==> src/rtl/stopwatch_pkg.sv <==
// rtl/stopwatch_pkg.sv - shared types and constants for the stopwatch timer datapath
package stopwatch_pkg;

  localparam int SW_DATA_WIDTH = 16;

  typedef enum logic [1:0] {
    IDLE  = 2'd0,
    RUN   = 2'd1,
    PAUSE = 2'd2,
    DONE  = 2'd3
  } sw_state_e;

endpackage

==> src/rtl/stopwatch_tick_prescaler.sv <==
// rtl/stopwatch_tick_prescaler.sv - rate divider: one tick per TICK_DIV enabled clocks
module stopwatch_tick_prescaler #(
  parameter int TICK_DIV = 1
) (
  input  logic clk,
  input  logic reset_n,
  input  logic i_enable,
  input  logic i_clear,
  output logic o_tick
);

  localparam int CW = (TICK_DIV > 1) ? $clog2(TICK_DIV) : 1;
  localparam logic [CW-1:0] LAST = CW'(TICK_DIV - 1);

  logic [CW-1:0] r_phase;

  // Phase only advances while enabled, so a paused count keeps its partial period.
  assign o_tick = i_enable && (r_phase == LAST);

  always_ff @(posedge clk or negedge reset_n) begin
    if (!reset_n) begin
      r_phase <= '0;
    end else if (i_clear || o_tick) begin
      r_phase <= '0;
    end else if (i_enable) begin
      r_phase <= r_phase + CW'(1);
    end
  end

endmodule

==> src/rtl/stopwatch_countdown.sv <==
// rtl/stopwatch_countdown.sv - preset down-counter with start/stop control and expiry pulse
// Optional STOPWATCH_COUNTDOWN_AUTO_RELOAD_EN: reload the preset on expiry instead of stopping.
module stopwatch_countdown
  import stopwatch_pkg::*;
#(
  parameter int DATA_WIDTH = SW_DATA_WIDTH,
  parameter int TICK_DIV   = 1
) (
  input  logic                  clk,
  input  logic                  reset_n,
  input  logic                  load,
  input  logic [DATA_WIDTH-1:0] load_value,
  input  logic                  start,
  input  logic                  stop,
  output logic [DATA_WIDTH-1:0] count,
  output logic                  running,
  output logic                  done,
  output logic                  expired
);

  sw_state_e             r_state, w_state_nxt;
  logic [DATA_WIDTH-1:0] r_count, w_count_nxt;
  logic                  r_expired, w_expired_nxt;
  logic                  w_tick, w_psc_en, w_psc_clr, w_count_nz;
`ifdef STOPWATCH_COUNTDOWN_AUTO_RELOAD_EN
  logic [DATA_WIDTH-1:0] r_reload;
`endif

  assign w_count_nz = (r_count != '0);
  assign w_psc_en   = (r_state == RUN) && !stop && !load;
  assign w_psc_clr  = load || ((r_state == IDLE) && start && !stop && w_count_nz);

  stopwatch_tick_prescaler #(
    .TICK_DIV (TICK_DIV)
  ) u_prescaler (
    .clk      (clk),
    .reset_n  (reset_n),
    .i_enable (w_psc_en),
    .i_clear  (w_psc_clr),
    .o_tick   (w_tick)
  );

  always_comb begin
    w_state_nxt   = r_state;
    w_count_nxt   = r_count;
    w_expired_nxt = 1'b0;
    if (load) begin
      w_state_nxt = IDLE;
      w_count_nxt = load_value;
    end else begin
      case (r_state)
        IDLE, PAUSE: begin
          if (start && !stop && w_count_nz) begin
            w_state_nxt = RUN;
          end
        end
        RUN: begin
          if (stop) begin
            w_state_nxt = PAUSE;
          end else if (w_tick) begin
            if (r_count > DATA_WIDTH'(1)) begin
              w_count_nxt = r_count - DATA_WIDTH'(1);
            end else begin
              w_expired_nxt = 1'b1;
`ifdef STOPWATCH_COUNTDOWN_AUTO_RELOAD_EN
              if (r_reload != '0) begin
                w_count_nxt = r_reload;
              end else begin
                w_count_nxt = '0;
                w_state_nxt = DONE;
              end
`else
              w_count_nxt = '0;
              w_state_nxt = DONE;
`endif
            end
          end
        end
        DONE: begin
          w_state_nxt = DONE;
        end
        default: begin
          w_state_nxt = IDLE;
        end
      endcase
    end
  end

  always_ff @(posedge clk or negedge reset_n) begin
    if (!reset_n) begin
      r_state   <= IDLE;
      r_count   <= '0;
      r_expired <= 1'b0;
    end else begin
      r_state   <= w_state_nxt;
      r_count   <= w_count_nxt;
      r_expired <= w_expired_nxt;
    end
  end

`ifdef STOPWATCH_COUNTDOWN_AUTO_RELOAD_EN
  always_ff @(posedge clk or negedge reset_n) begin
    if (!reset_n) begin
      r_reload <= '0;
    end else if (load) begin
      r_reload <= load_value;
    end
  end
`endif

  assign count   = r_count;
  assign running = (r_state == RUN);
  assign done    = (r_state == DONE);
  assign expired = r_expired;

endmodule
==> config.mk <==
export PLATFORM = sky130hd
export DESIGN_NAME = stopwatch_countdown
export DESIGN_NICKNAME = d
export VERILOG_FILES = /design/src/rtl/stopwatch_pkg.sv /design/src/rtl/stopwatch_tick_prescaler.sv /design/src/rtl/stopwatch_countdown.sv
export SDC_FILE = /design/constraint.sdc
export NUM_CORES = 1
export LEC_CHECK = 0
export CAP_MARGIN = 0
export CORE_ASPECT_RATIO = 1.25
export CORE_MARGIN = 2
export CORE_UTILIZATION = 50
export CTS_CLUSTER_SIZE = 24
export DETAILED_ROUTE_END_ITERATION = 8
export GPL_TIMING_DRIVEN = 0
export HOLD_SLACK_MARGIN = 0.08
export PLACE_DENSITY = 0.84
export SYNTH_ARGS = -nofsm -noshare
export SYNTH_HDL_FRONTEND = slang
export SYNTH_SLANG_ARGS = --single-unit
==> constraint.sdc <==
create_clock -name clk -period 4.53 [get_ports clk]
set_input_delay 0.6795 -clock clk [delete_from_list [all_inputs] [get_ports clk]]
set_output_delay 0.6795 -clock clk [all_outputs]
set_load 0.03 [all_outputs]
# == Word level (Yosys, flattened, before mapping) ==
# Index checks and enable logic that the tools add are counted.
# word_totals
ff_bits,20
# classes
magnitude_cmp,1
n_reduce_logical,20
n_addsub,2
mux,18
bitwise_logic,1
eq_ne,7
# ops
op,n
two-way mux 16 bit,5
"greater-than comparator 16 x 1 -> 1 bit, second input constant",1
nonzero test 16 bit,1
"subtractor 16 x 1 -> 16 bit, second input constant",1
two-way mux 2 bit,5
logical AND 1 bit,8
two-way mux 1 bit,7
one-hot mux 2 bit (3 select lines),1
AND reduction 3 bit,2
nonzero test 2 bit,3
"== test 2 bit, second input constant",2
"inequality test 4 x 3 -> 1 bit, second input constant",1
"inequality test 4 bit, second input constant",1
"inequality test 3 bit, second input constant",1
"== test 2 x 1 -> 1 bit, second input constant",1
zero test 1 bit,2
zero test 2 bit,1
logical OR 1 bit,2
"inequality test 2 bit, second input constant",1
OR reduction 2 bit,1
"adder 1 bit, second input constant",1
inverter 1 bit,1

# == Longest topological paths before layout ==
# logic_depth
word_depth,8
ltp_mapped,7
depth_no_buf,7

# == Modules after synthesis ==
# From an unflattened synthesis, not the netlist that was laid out.
# unflattened
hier_cells,162
area_unflattened_um2,1393.8
# modules_own_cells
module,seq_area_each_um2,area_each_um2,n_inst,cells_each
stopwatch_countdown,475.5,1347.5,1,159
stopwatch_tick_prescaler,25.0,46.3,1,3

# == Worst setup path before layout ==
# No wires, ideal clock.
# synth_path
path_type,input -> register
from,input stop
to,"register r_count[15], in the netlist count[15]"
setup_slack_ps,2345
path_stages,5
required_ps,4405
n_path_buf,1
t_arrival_ps,2061
cell_sequence,or4b_2 buf_6 o31ai_1 o41ai_1 mux2_2
# synth_between
elab_chain_cells,6
elab_cells_between_ends,7
classes_between,eq/ne (1); reduce/logical (6)
# synth_lines
element,line_no,rtl
from (decl),stopwatch_countdown.sv:14,"input logic stop,"
zero test 1 bit,stopwatch_countdown.sv:30,assign w_psc_en = (r_state == RUN) && !stop && !load;
logical AND 1 bit (2 in a row),stopwatch_countdown.sv:30,
logical AND 1 bit,stopwatch_tick_prescaler.sv:18,assign o_tick = i_enable && (r_phase == LAST);
nonzero test 2 bit (no line),--,
AND reduction 3 bit (no line) *,--,
to (signal assigned),stopwatch_countdown.sv:96,r_count <= w_count_nxt;
to (decl),stopwatch_countdown.sv:22,"logic [DATA_WIDTH-1:0] r_count, w_count_nxt;"
# Every way passes the cells marked *; elsewhere a longest branch is shown, timed or not.
# A chain may end at the register's enable or synchronous reset.

# == Worst setup path in the final report ==
# layout_path
from,"register r_count[3], in the netlist count[3]"
to,"register r_count[15], in the netlist count[15]"
# layout_between
elab_chain_cells,6
elab_cells_between_ends,7
classes_between,add/sub (1); order compare (1); mux (5)
# layout_lines
element,line_no,rtl
subtractor 16 x 1 -> 16 bit / greater-than comparator 16 x 1 -> 1 bit (equally long branches),"stopwatch_countdown.sv:62, stopwatch_countdown.sv:61",
two-way mux 16 bit *,stopwatch_countdown.sv:61,if (r_count > DATA_WIDTH'(1)) begin
two-way mux 16 bit *,stopwatch_countdown.sv:60,end else if (w_tick) begin
two-way mux 16 bit *,stopwatch_countdown.sv:58,if (stop) begin
two-way mux 16 bit *,stopwatch_countdown.sv:51,case (r_state)
two-way mux 16 bit *,stopwatch_countdown.sv:47,if (load) begin
# Every way passes the cells marked *; elsewhere a longest branch is shown, timed or not. The select of a mux whose other input is x is not followed.

==> summary.md <==
| Metric | Value |
|---|---|
| Post-route clock skew | `1.682 ps` |
| # fillers | `188` |
| Critical Path Start Type | `flop` |
| Synth unique cells | `44` |
| Yosys warns | `0` |
| Sequential share of the synthesized area | `37.84%` |
| Slack of the critical path | `between 2000 and 2500 ps` |
| GRT Overall Usage | `26.64%` |
| Synth Cell Area | `approximately 1300 um2` |
| Via density | `6.270` |
| Critical Path Sink Type | `flop` |
| M3 GR Usage | `3.398%` |
| Placed Area | `1754 um2` |
| Core area | `2477 um2` |
| Number of diodes | `0` |
| Simple-gate share of the synthesized area | `25.07%` |
| Clk Latency, worst-skew pair | `between 200 and 300 ps` |
| Transition time of the tightest slew-check pin | `918.4 ps` |
| Vias in the first global route | `1355` |
| Number of synthesized flops with an enable pin | `0` |
| Slowest cell on the critical path | `nor4_1` |
| XOR/XNOR Fraction of Synth Area | `less than 1%` |
| Dominant synthesized flop cell | `dfrtp_1` |
| Critical path, cell by cell | `nor4_1 > o21ai_0 > o21ai_1 > o41ai_1 > mux2_2` |
| Nets | `215` |
| Postcts setup bufs | `0` |
| Setup WS pre-CTS | `1757 ps` |
| Met2 usage | `between 40 and 50%` |
| Inst Count DP | `219` |
| P_leak | `0.6539 nW` |
| Crit share post-route | `54.67%` |
| Port Buf Inserts | `39` |
| Max Root-Sink Buffers | `2` |
| Max IR drop VDD | `192.6 uV` |
| F_max | `a little over 400 MHz` |
| Commonest non-fill, non-tap cell in the layout | `clkdlybuf4s50_1` |
| CP arrival | `2670 ps` |
| Fin. Hold Viols | `0` |
| Syn nets | `171` |
| Layout area overhead | `34.34%` |
| 1st-iter DRT viols | `77` |
| Most crowded layer after global routing | `met2` |
| Reg2Reg Setup Slack | `2050 ps` |
| Gpl congestion | `slightly above 0.9` |
| Slew Viols, Final | `0` |
| Crit-path max cell delay | `roughly 630 ps` |
| Grt total ovfl | `0` |
| Overall power | `between 0.4 and 0.5 mW` |
| Largest family of logic cells by synthesized area | `compound AO/OA/AOI/OAI gates` |
| Unrepaired setup endpoints after global routing | `no` |
| Antenna violations before repair | `0` |
| Clk sink count | `20` |
| Outcome | `finished, final reports clean` |
| Design Area, Final | `1777 um2` |
| Crit-path leading delay family | `compound AO/OA/AOI/OAI gates` |
| Clock transition at path regs | `110 ps` |
| Post-synthesis cell count | `147` |
| Flops & latches, synth | `20` |
| Max Cap Violations | `0` |
| # IOs | `40` |
| Initial core utilization | `53.38%` |
| Async set or reset register ratio after synthesis | `100.0%` |
| Total CTS buffers | `3` |
| Critical path buffers and inverters | `0` |
| HPWL Detailed | `2773 um` |
| Root Buffer Master | `clkbuf_4` |
| First-pass DRT Iterations | `4` |
| Largest net degree at the start of global routing | `21` |
| Cts hold-fix bufs | `0` |
| Global Route met1 Usage | `31.45%` |
| Commonest non-fill, non-tap cells in the layout | `clkdlybuf4s50_1 (39), dfrtp_1 (20), o21ai_0 (14)` |
| Vias post-DR | `approximately 1.4k` |
| Setup TNS | `0 ps` |
| CP max FO | `8` |
| Tmin final | `2477 ps` |
| Layout cell share with drive strength beyond 1 | `under 10%` |
| Compound-cell area share of the yosys netlist | `28.67%` |
| Critical Path RT | `4720 ps` |
| Synth Area in Adders | `2.838%` |
| First-pass GRT wire length | `between 6000 and 7000 um` |
| Syn_area_per_cell | `8.997 um2` |
| Relative slew slack | `between 30% and 40%` |
| Total Wirelength | `3708 um` |
| Htree depth | `1` |
| Hold Path Class | `reg -> reg` |
| Mux cell area share after synthesis | `0.8515%` |
| Drc violations | `0` |
| CTS tree | `done` |
| Chip Height | `61.50 um` |
| DR WL/cell | `~17 um` |
| Die X | `50 um` |
| Crit Path Class | `reg -> reg` |
| Setup Viol. Count Final | `0` |
| Post-CTS sizing | `0` |
| Post-Layout Cell Count | `222` |
| Detail Route Antenna Nets | `0` |
| Pwr/cell area | `242.1 nW/um2` |
| Die ar. | `3075 um2` |
| Row Count | `20` |
[layer usage]
metal	vias up	share of wire [%]
met1	674	40
met2	62	52
met3	4	7.0
li1	652	-
met5	-	0
met4	0	0.78
[synth_stat cells, types with 2 or more instances]
master / n / share of area [%]
o21a_1: 3 / 1.7
o31ai_1: 3 / 1.7
dfrtp_1: 20 / 38
ha_1: 3 / 2.8
or3_1: 5 / 2.4
nand2_1: 12 / 3.4
nand3_1: 2 / 0.76
a21oi_1: 13 / 4.9
a22oi_1: 6 / 3.4
nor2_1: 9 / 2.6
clkbuf_1: 2 / 0.57
nor4_1: 2 / 0.95
a2bb2oi_1: 6 / 4.0
a31oi_1: 5 / 2.4
o21ai_0: 14 / 5.3
inv_1: 4 / 1.1
nand2b_1: 4 / 1.9
nor3_1: 8 / 3.0
[power breakdown]
| group | switching (mW) | internal (mW) |
|---|---|---|
| clock network | 0.0520 | 0.0310 |
| logic | 0.0694 | 0.0623 |
| registers | 0.0237 | 0.192 |
| total | 0.145 | 0.285 |
[flip-flops by register name (all words and copies together), names as in the netlist]
signal and count:
expired 1, count 16, u_prescaler.r_phase 1, r_state 2
[through the flow]
stage                     hold slack, ps  util (%)
final                              597.1     71.72
after global placement             571.9     70.81
after global routing               627.1     71.72
after detailed placement           571.7     70.81
after CTS                          597.1     71.72
after floorplan                    383.9         -
[cells by family after synthesis]
family | after synthesis
AOI/OAI and AO/OA | 58
and+or+nand+nor | 54
muxes | 1
xor gates and xnor gates | 1
DFF | 20
buffers and inverters | 10
adders and majority gates | 3
[layout make-up]
type / count / area (um2) / area share, %
plain buffers: 5 / 35.03 / 1.972
clock buffers: 3 / 22.52 / 1.268
inverters: 5 / 18.77 / 1.056
multi-input cells: 117 / 768.2 / 43.24
flip-flops and latches: 20 / 500.5 / 28.17
well taps: 33 / 41.29 / 2.324
repair buffers: 39 / 390.4 / 21.97
[worst reg2reg max path, cell delays in order, from the launching register on]
cell and delay, ps:
dfrtp_1 480, nor4_1 630, o21ai_0 260, o21ai_1 570
o41ai_1 160, mux2_2 280
[final timing paths]
| kind | end | depth (start not counted) | from |
|---|---|---|---|
| setup / recovery | count[15] | 5 | count[3] |
| hold / removal | u_prescaler.r_phase | 1 | u_prescaler.r_phase |
| setup reg to reg | count[15] | 5 | count[3] |
| hold reg to reg | u_prescaler.r_phase | 1 | u_prescaler.r_phase |
| max in group asynchronous | count[7] | 1 | reset_n |
| min in group asynchronous | u_prescaler.r_phase | 1 | reset_n |
(Power assumes the default switching activity.)
==> patch 1, RTL diff (config.mk and constraints unchanged) <==
The package constant `SW_DATA_WIDTH` goes from 16 to 18.
--- a/src/rtl/stopwatch_pkg.sv
+++ b/src/rtl/stopwatch_pkg.sv
@@ -1,7 +1,7 @@
 // rtl/stopwatch_pkg.sv - shared types and constants for the stopwatch timer datapath
 package stopwatch_pkg;
 
-  localparam int SW_DATA_WIDTH = 16;
+  localparam int SW_DATA_WIDTH = 18;
 
   typedef enum logic [1:0] {
     IDLE  = 2'd0,
Interface: changed (resized count and load_value); port bits go from 40 to 44. The function was not compared with the original's and may differ.
==> patch 1 against the unedited design <==
Cell area increased by 5.1%. Critical path type is now input pin to register. Routed wire length increased by 6.0%. Synthesized area increased by 3.8%. Sequential cell count increased by 2. Synthesized cell count increased by 10%. Power increased by 8.1%. Worst setup slack got worse by 0.37 ns. Register-to-register slack got worse by 0.24 ns.
==> patch 1: results (changes against the unedited design) <==
Placed design:
- The number of cells in the design after placement came to 239 (was 219).
- The placer congestion estimate came to 0.919 (was 0.913).
- The final HPWL from detailed placement came to 2830 um (was 2770 um).
- The port buffer count is 43 (was 39).
- The total placed instance area is 1850 um^2 (was 1750 um^2).

STA:
- The final clock skew was 0.00723 ns (was 0.00168 ns).
- The headroom to the max-slew limit came to 33.7% (was 38.6%).
- The worst hold margin is 0.582 ns (was 0.597 ns).

Final layout:
- The flip-flop count of the largest register, all copies and words added is 18 (was 16).
- The share of cells above drive strength 1 is 4.81% (was 6.88%).

Logic synthesis:
- The number of different library cells in the post-synthesis netlist is 41 (was 44).
- The post-synthesis net count came to 188 (was 171).
- The sequential cell area fraction in the yosys report is 40.1% (was 37.8%).
- Commonest cells in the netlist: 22 x sky130_fd_sc_hd__dfrtp_1, 18 x sky130_fd_sc_hd__nand2_1, 14 x sky130_fd_sc_hd__o21ai_0, 13 x sky130_fd_sc_hd__a21oi_1, 9 x sky130_fd_sc_hd__nor3_1 (was 20 x sky130_fd_sc_hd__dfrtp_1, 14 x sky130_fd_sc_hd__o21ai_0, 13 x sky130_fd_sc_hd__a21oi_1, 12 x sky130_fd_sc_hd__nand2_1, 9 x sky130_fd_sc_hd__nor2_1).
- The total of warnings raised by yosys came to 0 (unchanged).
- Main area contributors after synthesis: sky130_fd_sc_hd__dfrtp_1 40%, sky130_fd_sc_hd__o21ai_0 5.1%, sky130_fd_sc_hd__nand2_1 4.9%, sky130_fd_sc_hd__a21oi_1 4.7%, sky130_fd_sc_hd__nor3_1 3.3% (was sky130_fd_sc_hd__dfrtp_1 38%, sky130_fd_sc_hd__o21ai_0 5.3%, sky130_fd_sc_hd__a21oi_1 4.9%, sky130_fd_sc_hd__a2bb2oi_1 4.0%, sky130_fd_sc_hd__a22oi_1 3.4%).
- The mean area per synthesized cell is 8.47 um^2 (was 9.00 um^2).

Power:
- The maximum vdd ir drop is 0.169 mV (was 0.193 mV).
- The standby leakage power is 0.703 nW (was 0.654 nW).
- The design internal power is 0.308 mW (was 0.285 mW).

Global route:
- The overall track demand over capacity in global routing is 26.3% (was 26.6%).
- The global-route wire length before repair is 6590 um (was 6230 um).
- The pin count of the biggest net entering global routing was 23 (was 21).

Setup path:
- The slack of the worst reg-to-reg path is 1.81 ns (was 2.05 ns).
- The launch point of the worst reg-to-reg path is count[11] (was count[3]).
- The start point of the critical path is stop (was count[3]).
- The data arrival at the endpoint of the critical path is 3.10 ns (was 2.67 ns).

Detailed routing:
- The routed wire length was 3930 um (was 3710 um).
- The number of design-rule violations left by the first detailed-router iteration is 89 (was 77).
- The via-per-instance ratio was 6.30 (was 6.27).
- The count of vias placed by the detailed router is 1524 (was 1392).

Run status:
- Status: completed (unchanged).
[patch 1: per-layer routing]
layer  vias up  global-route usage, %  share of wire [%]
met5         -                      0                  0
met4         0                   11.5                2.4
met3        15                   2.63                7.7
met2        73                   46.5                 50
met1       723                   31.7                 39
li1        713                      -                  -
[patch 1: area by class of cell]
cell class                      instances  area [um^2]
Buffer                                 11         45.0
Tap cell                               34         42.5
Multi-Input combinational cell        121          747
Sequential cell                        22          551
Timing Repair Buffer                   43          430
Fill cell                             219          786
Inverter                                8         30.0
Clock buffer                            3         22.5
[patch 1: kinds of logic (layout without fill, tap and decap cells)]
family	Yosys count	after routing	synth area share (%)
compound gates	57	57	26.6
fa+ha+maj	3	3	2.74
mux	2	2	1.55
flops	22	22	40.1
simple gates	59	59	23.5
buf+inv	19	65	5.47
[patch 1: path summary, 6_finish.rpt]
kind | endpoint | cells past startpoint
hold / removal | u_prescaler.r_phase | 1
setup reg to reg | count[14] | 6
max in group asynchronous | count[10] | 1
min in group asynchronous | r_state[1] | 1
setup / recovery | count[17] | 6
hold reg to reg | u_prescaler.r_phase | 1
[patch 1: critical path: stages]
cell and delay, ns:
sky130_fd_sc_hd__clkdlybuf4s50_1 0.48, sky130_fd_sc_hd__nor4b_1 0.81, sky130_fd_sc_hd__nand2_1 0.36, sky130_fd_sc_hd__or4_1 0.50, sky130_fd_sc_hd__o21ai_1 0.13, sky130_fd_sc_hd__mux2_2 0.15
[patch 1: power by group through the flow]
stage | sequential [mW] | combinational (mW) | clock (mW)
2_1_floorplan | 0.262 | 0.0469 | 0
3_3_place_gp | 0.236 | 0.140 | 0
3_5_place_dp | 0.237 | 0.143 | 0
4_1_cts | 0.234 | 0.143 | 0.0926
5_1_grt | 0.237 | 0.154 | 0.0974
6_report | 0.235 | 0.143 | 0.0870
[patch 1: through the flow]
step / setup slack, ns / power [mW]
after global placement: 1.57 / 0.376
after global routing: 1.62 / 0.489
after floorplan: 2.03 / 0.309
final: 1.69 / 0.465
after detailed placement: 1.50 / 0.380
after CTS: 1.81 / 0.470
==> patch 2, RTL diff (config.mk and constraints unchanged) <==
Made on the original files. Re-encode `sw_state_e` (4 states) as one-hot, 4 bits wide.
--- a/src/rtl/stopwatch_pkg.sv
+++ b/src/rtl/stopwatch_pkg.sv
@@ -3,11 +3,11 @@
 
   localparam int SW_DATA_WIDTH = 16;
 
-  typedef enum logic [1:0] {
-    IDLE  = 2'd0,
-    RUN   = 2'd1,
-    PAUSE = 2'd2,
-    DONE  = 2'd3
+  typedef enum logic [3:0] {
+    IDLE  = 4'b0001,
+    RUN   = 4'b0010,
+    PAUSE = 4'b0100,
+    DONE  = 4'b1000
   } sw_state_e;
 
 endpackage
Function: no difference found for any inputs over 10 cycles, from zero or initial values and one cycle with reset_n low; not proved beyond that.
==> patch 2 against the unedited design <==
Largest cell class unchanged. Sequential cell count is 2 higher. Count of clock-buffer cells in the layout increased by 1. Fmax fell by 13%. Critical path type is now register to output pin. Global-route usage fell by 0.58 points. Worst setup slack worse by 0.38 ns. Synthesized area increased by 7.4%. Power increased by 8.2%. Cell count grew 11%. Routed wire length is 2.9% higher. Cell area increased by 6.3%.
==> patch 2: results (changes against the unedited design) <==
Final layout:
- The number of cells in the finished layout apart from fillers was 247 (was 222).
- The share of cells above drive strength 1 is 5.63% (was 6.88%).

Global route:
- The pin count of the biggest net entering global routing is 23 (was 21).
- The global-route wire length before repair is 6630 um (was 6230 um).
- The overall track demand over capacity in global routing was 26.1% (was 26.6%).

Detailed routing:
- The number of design-rule violations left by the first detailed-router iteration came to 103 (was 77).
- The average wire per cell in the routed design is 15.4 um (was 16.7 um).
- The via-per-instance ratio is 6.10 (was 6.27).
- The total iterations of the first detailed-routing run is 4 (unchanged).

STA:
- The count of final hold-check violations is 0 (unchanged).
- The final clock skew was 0.00687 ns (was 0.00168 ns).
- The headroom to the max-slew limit is 35.5% (was 38.6%).

Placed design:
- The final HPWL from detailed placement came to 2850 um (was 2770 um).
- The port buffer count is 39 (unchanged).
- The number of cells in the design after placement came to 243 (was 219).

Setup path:
- The master of the slowest instance on the critical path is sky130_fd_sc_hd__clkdlybuf4s50_1 (was sky130_fd_sc_hd__nor4_1).
- The start point of the critical path was r_state[3] (was count[3]).
- The largest fanout on the critical path was 7 (was 8).
- The category of cells accounting for the largest share of critical-path delay is buffers and inverters (was compound AO/OA/AOI/OAI gates).
- The data arrival at the endpoint of the critical path is 2.18 ns (was 2.67 ns).
- The largest stage delay on the critical path came to 0.73 ns (was 0.63 ns).
- The launch point of the worst reg-to-reg path is count[10] (was count[3]).

Min path:
- The start point of the worst hold path is u_prescaler.r_phase (unchanged).

Logic synthesis:
- Main area contributors after synthesis: sky130_fd_sc_hd__dfrtp_1 37%, sky130_fd_sc_hd__o21ai_0 5.3%, sky130_fd_sc_hd__a221oi_1 4.9%, sky130_fd_sc_hd__nor3_1 4.9%, sky130_fd_sc_hd__nand2_1 4.0% (was sky130_fd_sc_hd__dfrtp_1 38%, sky130_fd_sc_hd__o21ai_0 5.3%, sky130_fd_sc_hd__a21oi_1 4.9%, sky130_fd_sc_hd__a2bb2oi_1 4.0%, sky130_fd_sc_hd__a22oi_1 3.4%).
- The post-synthesis net count came to 194 (was 171).
- The mean area per synthesized cell is 8.35 um^2 (was 9.00 um^2).
- The sequential cell area fraction in the yosys report was 38.9% (was 37.8%).
- Commonest cells in the netlist: 21 x sky130_fd_sc_hd__dfrtp_1, 15 x sky130_fd_sc_hd__nand2_1, 15 x sky130_fd_sc_hd__o21ai_0, 14 x sky130_fd_sc_hd__nor3_1, 13 x sky130_fd_sc_hd__inv_1 (was 20 x sky130_fd_sc_hd__dfrtp_1, 14 x sky130_fd_sc_hd__o21ai_0, 13 x sky130_fd_sc_hd__a21oi_1, 12 x sky130_fd_sc_hd__nand2_1, 9 x sky130_fd_sc_hd__nor2_1).

Power:
- The maximum vdd ir drop is 0.209 mV (was 0.193 mV).
- The standby leakage power came to 0.754 nW (was 0.654 nW).

CTS:
- The clock insertion delay at the later pin of the skew report is 0.31 ns (was 0.29 ns).
- The clock slew seen by the registers of the worst setup and hold paths is between 0.1 and 0.15 ns.
- The number of H-tree levels is 1 (unchanged).

Run status:
- Status: completed (unchanged).
[patch 2: changes by cell type after synthesis, sizes merged, moves of 5 or more]
| cell | before | now |
|---|---|---|
| a2bb2oi | 6 | 0 |
| nor4 | 3 | 8 |
| a22oi | 6 | 0 |
| a221oi | 0 | 8 |
| nor3 | 8 | 14 |
| inv | 4 | 13 |
| clkbuf | 3 | 8 |
[patch 2: worst paths after layout]
check                        endpoint  slack (ns)  cells past startpoint
max in group asynchronous    count[4]        3.05                      1
min in group asynchronous  r_state[1]        0.89                      1
min reg2reg                   expired        0.57                      1
min                           expired        0.57                      1
max reg2reg                  count[7]        2.18                      7
max                           running        1.67                      4
[patch 2: logic make-up after synthesis]
family,Yosys count,share of synthesized area [%]
XOR/XNOR,2,1.23
multiplexers,3,2.29
buffers and inverters,23,6.61
AO/OA/AOI/OAI,50,23.4
flip-flops,22,38.9
AND/OR/NAND/NOR,67,24.9
adder cells (fa/ha/maj),3,2.64
[patch 2: metrics by stage]
stage               instance area, um^2  hold slack (ns)  setup slack [ns]
finish                             1890            0.569              1.67
global placement                   1850            0.536              1.80
CTS                                1890            0.569              1.66
detailed placement                 1850            0.559              1.77
global route                       1890            0.605              1.54
floorplan                          1420            0.384              2.28
[patch 2: report_power, final]
| part | total, mW | internal, mW | switching [mW] |
|---|---|---|---|
| logic | 0.125 | 0.0585 | 0.0665 |
| clock network | 0.108 | 0.0491 | 0.0585 |
| registers | 0.233 | 0.210 | 0.0222 |
[patch 2: layout make-up]
type	count	area (um^2)
fill	232	791
sequential	22	552
inverter	13	48.8
timing repair buffer	39	390
buffer	10	45.0
multi-input combinational	125	774
clock buffer	4	36.3
tap	34	42.5
[patch 2: layer usage]
metal / track usage, % / vias to the layer above / wire [um]
met5: 0 / - / 0
met4: 11.2 / 0 / 113
met2: 44.7 / 72 / 1940
met3: 2.84 / 14 / 222
met1: 32.2 / 706 / 1540
li1: - / 715 / -
